File: config.mk
export PLATFORM = sky130hd
export DESIGN_NAME = vram_arbiter
export DESIGN_NICKNAME = d
export VERILOG_FILES = /design/src/rtl/vram_arbiter.sv
export SDC_FILE = /design/constraint.sdc
export NUM_CORES = 1
export LEC_CHECK = 0
export BUFFER_PORTS_ARGS = -buffer_cell sky130_fd_sc_hd__buf_2
export CAP_MARGIN = 20
export CORE_MARGIN = 5
export CORE_UTILIZATION = 35
export CTS_BUF_LIST = sky130_fd_sc_hd__clkbuf_4
export DETAILED_ROUTE_END_ITERATION = 6
export SLEW_MARGIN = 20
export SYNTH_ARGS = -nofsm -noshare
export SYNTH_HDL_FRONTEND = slang
export SYNTH_SLANG_ARGS = --single-unit
File: constraint.sdc
create_clock -name vclock -period 3.5 [get_ports vclock]
set_input_delay 0.7 -clock vclock [delete_from_list [all_inputs] [get_ports vclock]]
set_output_delay 0.7 -clock vclock [all_outputs]
set_load 0.02 [all_outputs]
File: src/rtl/vram_arbiter.sv
// Single-port frame memory arbiter: display prefetch always wins, writers share the rest round-robin.
// Optional macro VRAM_VBLANK_WR_ONLY_EN restricts writes to vertical blanking.
module vram_arbiter #(
    parameter int NREQ     = 2,
    parameter int ADDR_W   = 18,
    parameter int DATA_W   = 16,
    parameter int PPW      = 4,
    parameter int H_ACTIVE = 1024,
    parameter int H_TOTAL  = 1344,
    parameter int V_ACTIVE = 768,
    parameter int V_TOTAL  = 806,
    parameter int RD_LAT   = 2
) (
    input  logic                     vclock,
    input  logic                     reset_n,
    input  logic [10:0]              hcount,
    input  logic [9:0]               vcount,
    input  logic                     blank,
    input  logic [NREQ-1:0]          wr_req,
    input  logic [NREQ*ADDR_W-1:0]   wr_addr,
    input  logic [NREQ*DATA_W-1:0]   wr_data,
    output logic [NREQ-1:0]          wr_gnt,
    output logic [ADDR_W-1:0]        mem_addr,
    output logic                     mem_we,
    output logic [DATA_W-1:0]        mem_wdata,
    input  logic [DATA_W-1:0]        mem_rdata,
    output logic [DATA_W/PPW-1:0]    pix,
    output logic                     pix_blank
);
    localparam int W      = DATA_W / PPW;
    localparam int PPW_LG = $clog2(PPW);
    localparam int RR_W   = (NREQ > 1) ? $clog2(NREQ) : 1;
    localparam int STAGES = RD_LAT;

    localparam logic [10:0] H_SLOT_MAX = 11'(H_ACTIVE - 2*PPW);
    localparam logic [10:0] H_LAST_ACT = 11'(H_ACTIVE - PPW);
    localparam logic [10:0] H_NEXT_LN  = 11'(H_TOTAL - PPW);
    localparam logic [10:0] H_END      = 11'(H_TOTAL - 1);
    localparam logic [9:0]  V_LAST     = 10'(V_TOTAL - 1);
    localparam logic [9:0]  V_ACT      = 10'(V_ACTIVE);
    localparam logic [ADDR_W-1:0] LINE_WORDS = ADDR_W'(H_ACTIVE / PPW);

    if (RD_LAT < 1 || RD_LAT >= PPW) begin : g_lat_chk
        $error("vram_arbiter: RD_LAT must satisfy 1 <= RD_LAT < PPW");
    end

    typedef enum logic [1:0] {IDLE, DISP_RD, WR} state_t;
    state_t state, state_nx;

    logic [ADDR_W-1:0] req_addr [NREQ];
    logic [DATA_W-1:0] req_data [NREQ];

    for (genvar i = 0; i < NREQ; i++) begin : g_req
        assign req_addr[i] = wr_addr[i*ADDR_W +: ADDR_W];
        assign req_data[i] = wr_data[i*DATA_W +: DATA_W];
    end

    logic [ADDR_W-1:0] line_base, next_base, rd_addr;
    logic [RR_W-1:0]   rr_ptr, gnt_idx, cand;
    logic [NREQ-1:0]   elig, gnt_nx;
    logic [9:0]        v_next, tgt_line;
    logic              fetch_next, disp_slot, wr_ok, found;
    logic [STAGES:0]   vld_pipe;
    logic [DATA_W-1:0] next_word, cur_word, src_sh;
    logic [PPW_LG-1:0] sel;

`ifdef VRAM_VBLANK_WR_ONLY_EN
    assign wr_ok = (vcount >= V_ACT);
`else
    assign wr_ok = 1'b1;
`endif

    always_ff @(posedge vclock or negedge reset_n) begin
        if (!reset_n) state <= IDLE;
        else          state <= state_nx;
    end

    always_comb begin
        fetch_next = (hcount == H_NEXT_LN);
        v_next     = (vcount == V_LAST) ? '0 : vcount + 10'd1;
        tgt_line   = fetch_next ? v_next : vcount;
        disp_slot  = ((hcount[PPW_LG-1:0] == '0 && hcount <= H_SLOT_MAX) ||
                      fetch_next || hcount == H_LAST_ACT) && (tgt_line < V_ACT);
        next_base  = (vcount == V_LAST) ? '0 : line_base + LINE_WORDS;
        rd_addr    = fetch_next ? next_base
                                : line_base + ADDR_W'(hcount >> PPW_LG) + ADDR_W'(1);
        // a requester still sees its own grant this cycle; don't serve it twice
        elig       = wr_req & ~wr_gnt & {NREQ{wr_ok}};
        found      = 1'b0;
        gnt_idx    = rr_ptr;
        cand       = '0;
        for (int k = 0; k < NREQ; k++) begin
            cand = RR_W'((int'(rr_ptr) + k) % NREQ);
            if (!found && elig[cand]) begin
                found   = 1'b1;
                gnt_idx = cand;
            end
        end
        state_nx = IDLE;
        if (disp_slot)  state_nx = DISP_RD;
        else if (found) state_nx = WR;
        gnt_nx = '0;
        if (state_nx == WR) gnt_nx[gnt_idx] = 1'b1;
        sel    = hcount[PPW_LG-1:0];
        src_sh = ((sel == '0) ? next_word : cur_word) >> (int'(sel) * W);
    end

    assign mem_we = (state == WR);

    always_ff @(posedge vclock or negedge reset_n) begin
        if (!reset_n) begin
            line_base <= '0;
            rr_ptr    <= '0;
            wr_gnt    <= '0;
            mem_addr  <= '0;
            mem_wdata <= '0;
            vld_pipe  <= '0;
            next_word <= '0;
            cur_word  <= '0;
            pix       <= '0;
            pix_blank <= 1'b1;
        end else begin
            if (hcount == H_END) line_base <= next_base;
            wr_gnt <= gnt_nx;
            if (state_nx == DISP_RD) begin
                mem_addr <= rd_addr;
            end else if (state_nx == WR) begin
                mem_addr  <= req_addr[gnt_idx];
                mem_wdata <= req_data[gnt_idx];
                rr_ptr    <= (gnt_idx == RR_W'(NREQ-1)) ? '0 : gnt_idx + RR_W'(1);
            end
            // bit k set: read data from the issue k+1 cycles ago is on mem_rdata at bit STAGES
            vld_pipe <= {vld_pipe[STAGES-1:0], state_nx == DISP_RD};
            if (vld_pipe[STAGES]) next_word <= mem_rdata;
            if (sel == '0) cur_word <= next_word;
            pix       <= blank ? '0 : src_sh[W-1:0];
            pix_blank <= blank;
        end
    end
endmodule
Yosys cells after proc, flatten, opt, wreduce, memory -nomap -nowiden
Cells that the tools add are included.
- bitwise gates (word level): 4
- eq/ne operators: 7
- reduce and logical (&&, ||, !) cells: 10
- $lt $le $gt $ge: 7
- muxes and demuxes: 27
- $add $sub $neg: 6
- shift operators: 1
- operators by type and width (kind ; number):
    $mux W18 ; 7
    $mux W16 ; 4
    $eq A11 B11 Y1 const B ; 2
    $mux W10 ; 2
    $add A18 B1 Y18 const B ; 1
    $add A18 B9 Y18 ; 1
    $add A18 B9 Y18 const B ; 1
    $shr A16 B4 Y4 ; 1
    $eq A11 B10 Y1 const B ; 1
    $le A11 B10 Y1 const B ; 1
    $add A10 B1 Y10 const B ; 1
    $eq A10 B10 Y1 const B ; 1
    $lt A10 B10 Y1 const B ; 1
    $mux W1 ; 9
    $lt A1 B2 Y1 const B ; 3
    $mux W2 ; 3
    $eq A2 B2 Y1 const B ; 2
    $logic_and A1 B1 Y1 ; 4
    $mux W4 ; 1
    $add A1 B1 Y1 const B ; 2
    $and A2 B2 Y2 ; 1
    $eq A2 B1 Y1 const B ; 1
    $ge A2 B2 Y1 const B ; 1
    $logic_not A2 Y1 ; 1
    9 further kinds ; 10
- output and inout port bits: 42
- logic and storage cells: 73
- input port bits: 110
- flip-flop bits (word level): 97

Logic depth before layout (Yosys ltp)
- depth after elaboration: 14
- mapped depth: 10
- depth with buffers taken out: 10

Least setup slack after synthesis
OpenSTA, ideal clock, no wires.
- path kind: input to register
- from: input port hcount[2]
- to: register mem_addr[14]
- stages: 10
- buffers on the path: 0
- library setup time: 0.120 ns
- data arrival time: 2.510 ns
- path slack: 0.870 ns
- data required time: 3.380 ns
- path through: inv_1 -> ha_1 -> inv_1 -> fa_1 -> a21o_1 -> a221oi_1 -> a2bb2oi_1 -> nand2_1 -> o221ai_1 -> a31o_1
- cells in the longest elaborated chain, start to end: 8
- elaborated cells on any way between the ends: 17
- classes of those cells: add/sub (2); order compare (2); eq/ne (4); mux (4); reduce/logical (5)
- RTL lines (what ; RTL line ; source):
    start, declared ; 16 ; input logic [10:0] hcount,
    parallel branches: the longest is 8 deep, another holds $add A18 B9 Y18 ; -- ;
    end signal, assigned ; 126 ; mem_addr <= rd_addr;
    end signal, assigned ; 128 ; mem_addr <= req_addr[gnt_idx];
    end, declared ; 23 ; output logic [ADDR_W-1:0] mem_addr,
Several ways; the timed one is not identified.
A chain may end at the register's enable or synchronous reset.

Final worst setup path
- from: register line_base[0]
- to: register mem_addr[14]
- cells in the longest elaborated chain, start to end: 4
- elaborated cells on any way between the ends: 6
- classes of those cells: add/sub (3); mux (3)
- RTL lines (what ; RTL line ; source):
    start, declared ; 58 ; logic [ADDR_W-1:0] line_base, next_base, rd_addr;
    start signal, assigned ; 123 ; if (hcount == H_END) line_base <= next_base;
    $add A18 B9 Y18, on equally long branches ; 86, 84 ;
    $add A18 B1 Y18 or $mux W18 (tied branches) ; 86, 84 ;
    $mux W18 (*) ; 85 ; rd_addr = fetch_next ? next_base
    $mux W18 (*) ; 125 ; if (state_nx == DISP_RD) begin
Mark *: on every way between the ends. The rest lies on a longest branch, timed or not.

==> flow_summary.toml <==
[synthesis]
ys_ff_latch = 92
yosys-top-cells-count = "dfrtp_1 (91), o21ai_0 (47), nor2_1 (38)"
synth.distinct_cells = 62
synth_edf_count = 0
ys_warn_count = 0
synth_area_leaders = "dfrtp_1 (45%), mux2_2 (6.3%), o21ai_0 (4.7%)"
synth_most_common_cell = "dfrtp_1"
synth_area_sq_um = 5030
synth_top_area_share_pct = 45.3
synthCells = 496
synth_ff_type = "dfrtp_1"
postSynthAreaPerCell_sq_um = 10.1
synthArstFlopShare_pct = 100
yosysSeqAreaShare_pct = 45.8
synthesis.nets = 617
synth.largest_area_cell = "dfrtp_1"

[floorplanning]
placementRows = 43
coreArea_sq_um = 14000
start_util_pct = 36.0
io_pins = 152
dieArea_sq_um = 16900
die_w_um = 130
die_h_um = 130

[grt]
antenna_found_initial = 0
grt_pass1_vias = 4507
grt_max_degree = 56
grt_first_pass_wirelength_um = 23100
grt_use_total_pct = 17.3
overflow = 0

[sta]
setup_ws_ns = 0.836
fin_crit_ns = 2.66
slew-limit-headroom_pct = 38.9
hold_viol = 0
rsz0062_at_grt = "no"
slew_viol_final = 0
setup_viol = 0
period_share_pct = 76.1
finalClockSkew_ns = 0.0216
setup_tns_ns = 0
worstMarginPinSlew_ns = 0.913
max_freq_mhz = 375

[worst_setup_path]
reg2reg_to = "mem_addr[14]"
worstSetupPathType = "register to register"
arrival_ns = 3.02
required_ns = 3.85
start_kind = "register"
r2r_slack_ns = 0.84
crit_fanout = 5
r2r-start = "line_base[0]"
crit_path_end_kind = "register"
reg2reg_depth = 10

[cts]
cts-htree-levels = 3
post_cts_buffers = 0
clock_latency_ns = 0.46
clk_path_buf_depth = 2
clock_sinks = 92
postCtsHoldBufs = 0
clk_pin_slew_worst_paths_ns = 0.17
numCtsBuffers = 9
cts_resized = 0
root_buffer = "clkbuf_4"
cts_tree = "built"

[finish]
nets = 755
num-fill-cells = 1396
fin_util_pct = 43.7
area_growth_syn_to_layout_pct = 21.4
postLayoutCellArea_sq_um = 6110
drive_above_1_share_pct = 35.2
diodes = 0

[job]
cap_violations = 0

[drt]
drc = 0
first_pass_iters = 5
drt-total-wl_um = 14400
drt_iter0_drc = 279
wl_per_cell_um = 17.6
viasPerCell = 5.37
vias = 4402
antenna_left = 0

[place]
placed_cell_area_sq_um = 5930
pre_cts_slack_ns = 0.482
gp_congestion = 0.891
hpwl_um = 11100
io_buffers = 151

[run_status]
status = "finished, final reports clean"

[power]
ir_drop_v = 0.000217
leakage_nw = 2.88
powerDensity_nw_per_um2 = 489
finalPower_mw = 2.99

[min_path]
hp-class = "primary input to async pin"
## layout by cell type (no fill, tap or decap), types with 3 or more instances in the layout
master	Yosys	final
a21o_1	8	8
buf_4	2	13
mux2i_1	18	18
o31ai_1	3	3
nand3_1	14	14
and2_1	8	8
buf_2	8	150
dfrtp_1	91	91
nand2_1	24	24
clkbuf_4	0	9
nand2b_1	3	3
ha_1	10	10
nor3_1	4	4
mux4_2	4	4
a211oi_1	17	17
xor2_1	4	4
xnor2_1	4	4
a31oi_1	5	5
a31o_2	3	3
a21oi_1	25	25
and3_1	8	8
nand4_1	5	5
o21a_1	3	3
o21ai_1	5	5
mux2_2	28	28
nor2_1	38	38
o21ai_0	47	47
a22oi_1	22	22
nor2b_1	11	11
o211ai_1	3	3
inv_1	9	9
## power breakdown
part           internal [mW]  switching (mW)
Sequential              1.27           0.111
Clock                  0.302           0.404
Combinational          0.385           0.514
Total                   1.96            1.03
## flip-flops by register name, summed over array words and instances (netlist names)
| register | cells |
|---|---|
| next_word | 16 |
| mem_addr | 18 |
| rr_ptr | 1 |
| wr_gnt | 2 |
| pix | 4 |
| line_base | 18 |
| state | 1 |
| vld_pipe | 3 |
| cur_word | 12 |
| pix_blank | 1 |
| mem_wdata | 16 |
## metrics by stage
stage | hold slack, ns | instances
2_1_floorplan | 0.331 | 496
3_3_place_gp | 0.344 | 803
3_5_place_dp | 0.343 | 803
4_1_cts | 0.158 | 819
5_1_grt | 0.170 | 819
6_report | 0.155 | 819
## worst max-delay path, stage by stage (launching register included)
cell       delay [ns]
dfrtp_1          0.41
inv_1            0.09
ha_1             0.17
inv_1            0.06
fa_1             0.41
a21o_1           0.22
a221oi_1         0.46
a2bb2oi_1        0.25
nand2_1          0.14
o221ai_1         0.12
a31o_1           0.24
## worst max-delay path by stage
stage,from,end,slack [ns]
2_1_floorplan,hcount[2],mem_addr[14],0.87
3_3_place_gp,hcount[2],mem_addr[14],0.52
3_5_place_dp,hcount[2],mem_addr[14],0.48
4_1_cts,line_base[0],mem_addr[14],0.85
5_1_grt,line_base[0],mem_addr[14],0.69
6_report,line_base[0],mem_addr[14],0.84
## kinds of logic (layout without fill, tap and decap cells)
| family | after synthesis | in the layout | synth area share (%) |
|---|---|---|---|
| adders and majority gates | 12 | 12 | 3.08 |
| xor gates and xnor gates | 8 | 8 | 1.39 |
| DFF | 92 | 92 | 45.8 |
| muxes | 50 | 50 | 11.6 |
| and+or+nand+nor | 128 | 128 | 12.9 |
| AOI/OAI and AO/OA | 160 | 160 | 20.7 |
| buffers and inverters | 46 | 189 | 4.52 |
## area by class of cell
cell class / count / area [sq um] / share of cell area [%]
Clock buffer: 9 / 67.6 / 1.11
Clock inverter: 7 / 106 / 1.74
Inverter: 9 / 33.8 / 0.553
Multi-Input combinational cell: 358 / 2500 / 41.0
Sequential cell: 92 / 2300 / 37.7
Tap cell: 180 / 225 / 3.69
Timing Repair Buffer: 164 / 868 / 14.2
## layer usage
metal	GRT usage (%)	wire, um
met5	0	0
met4	5.62	186
met3	2.33	919
met2	29.1	6900
met1	23.2	6410
Power figures use the tool's default switching activity.
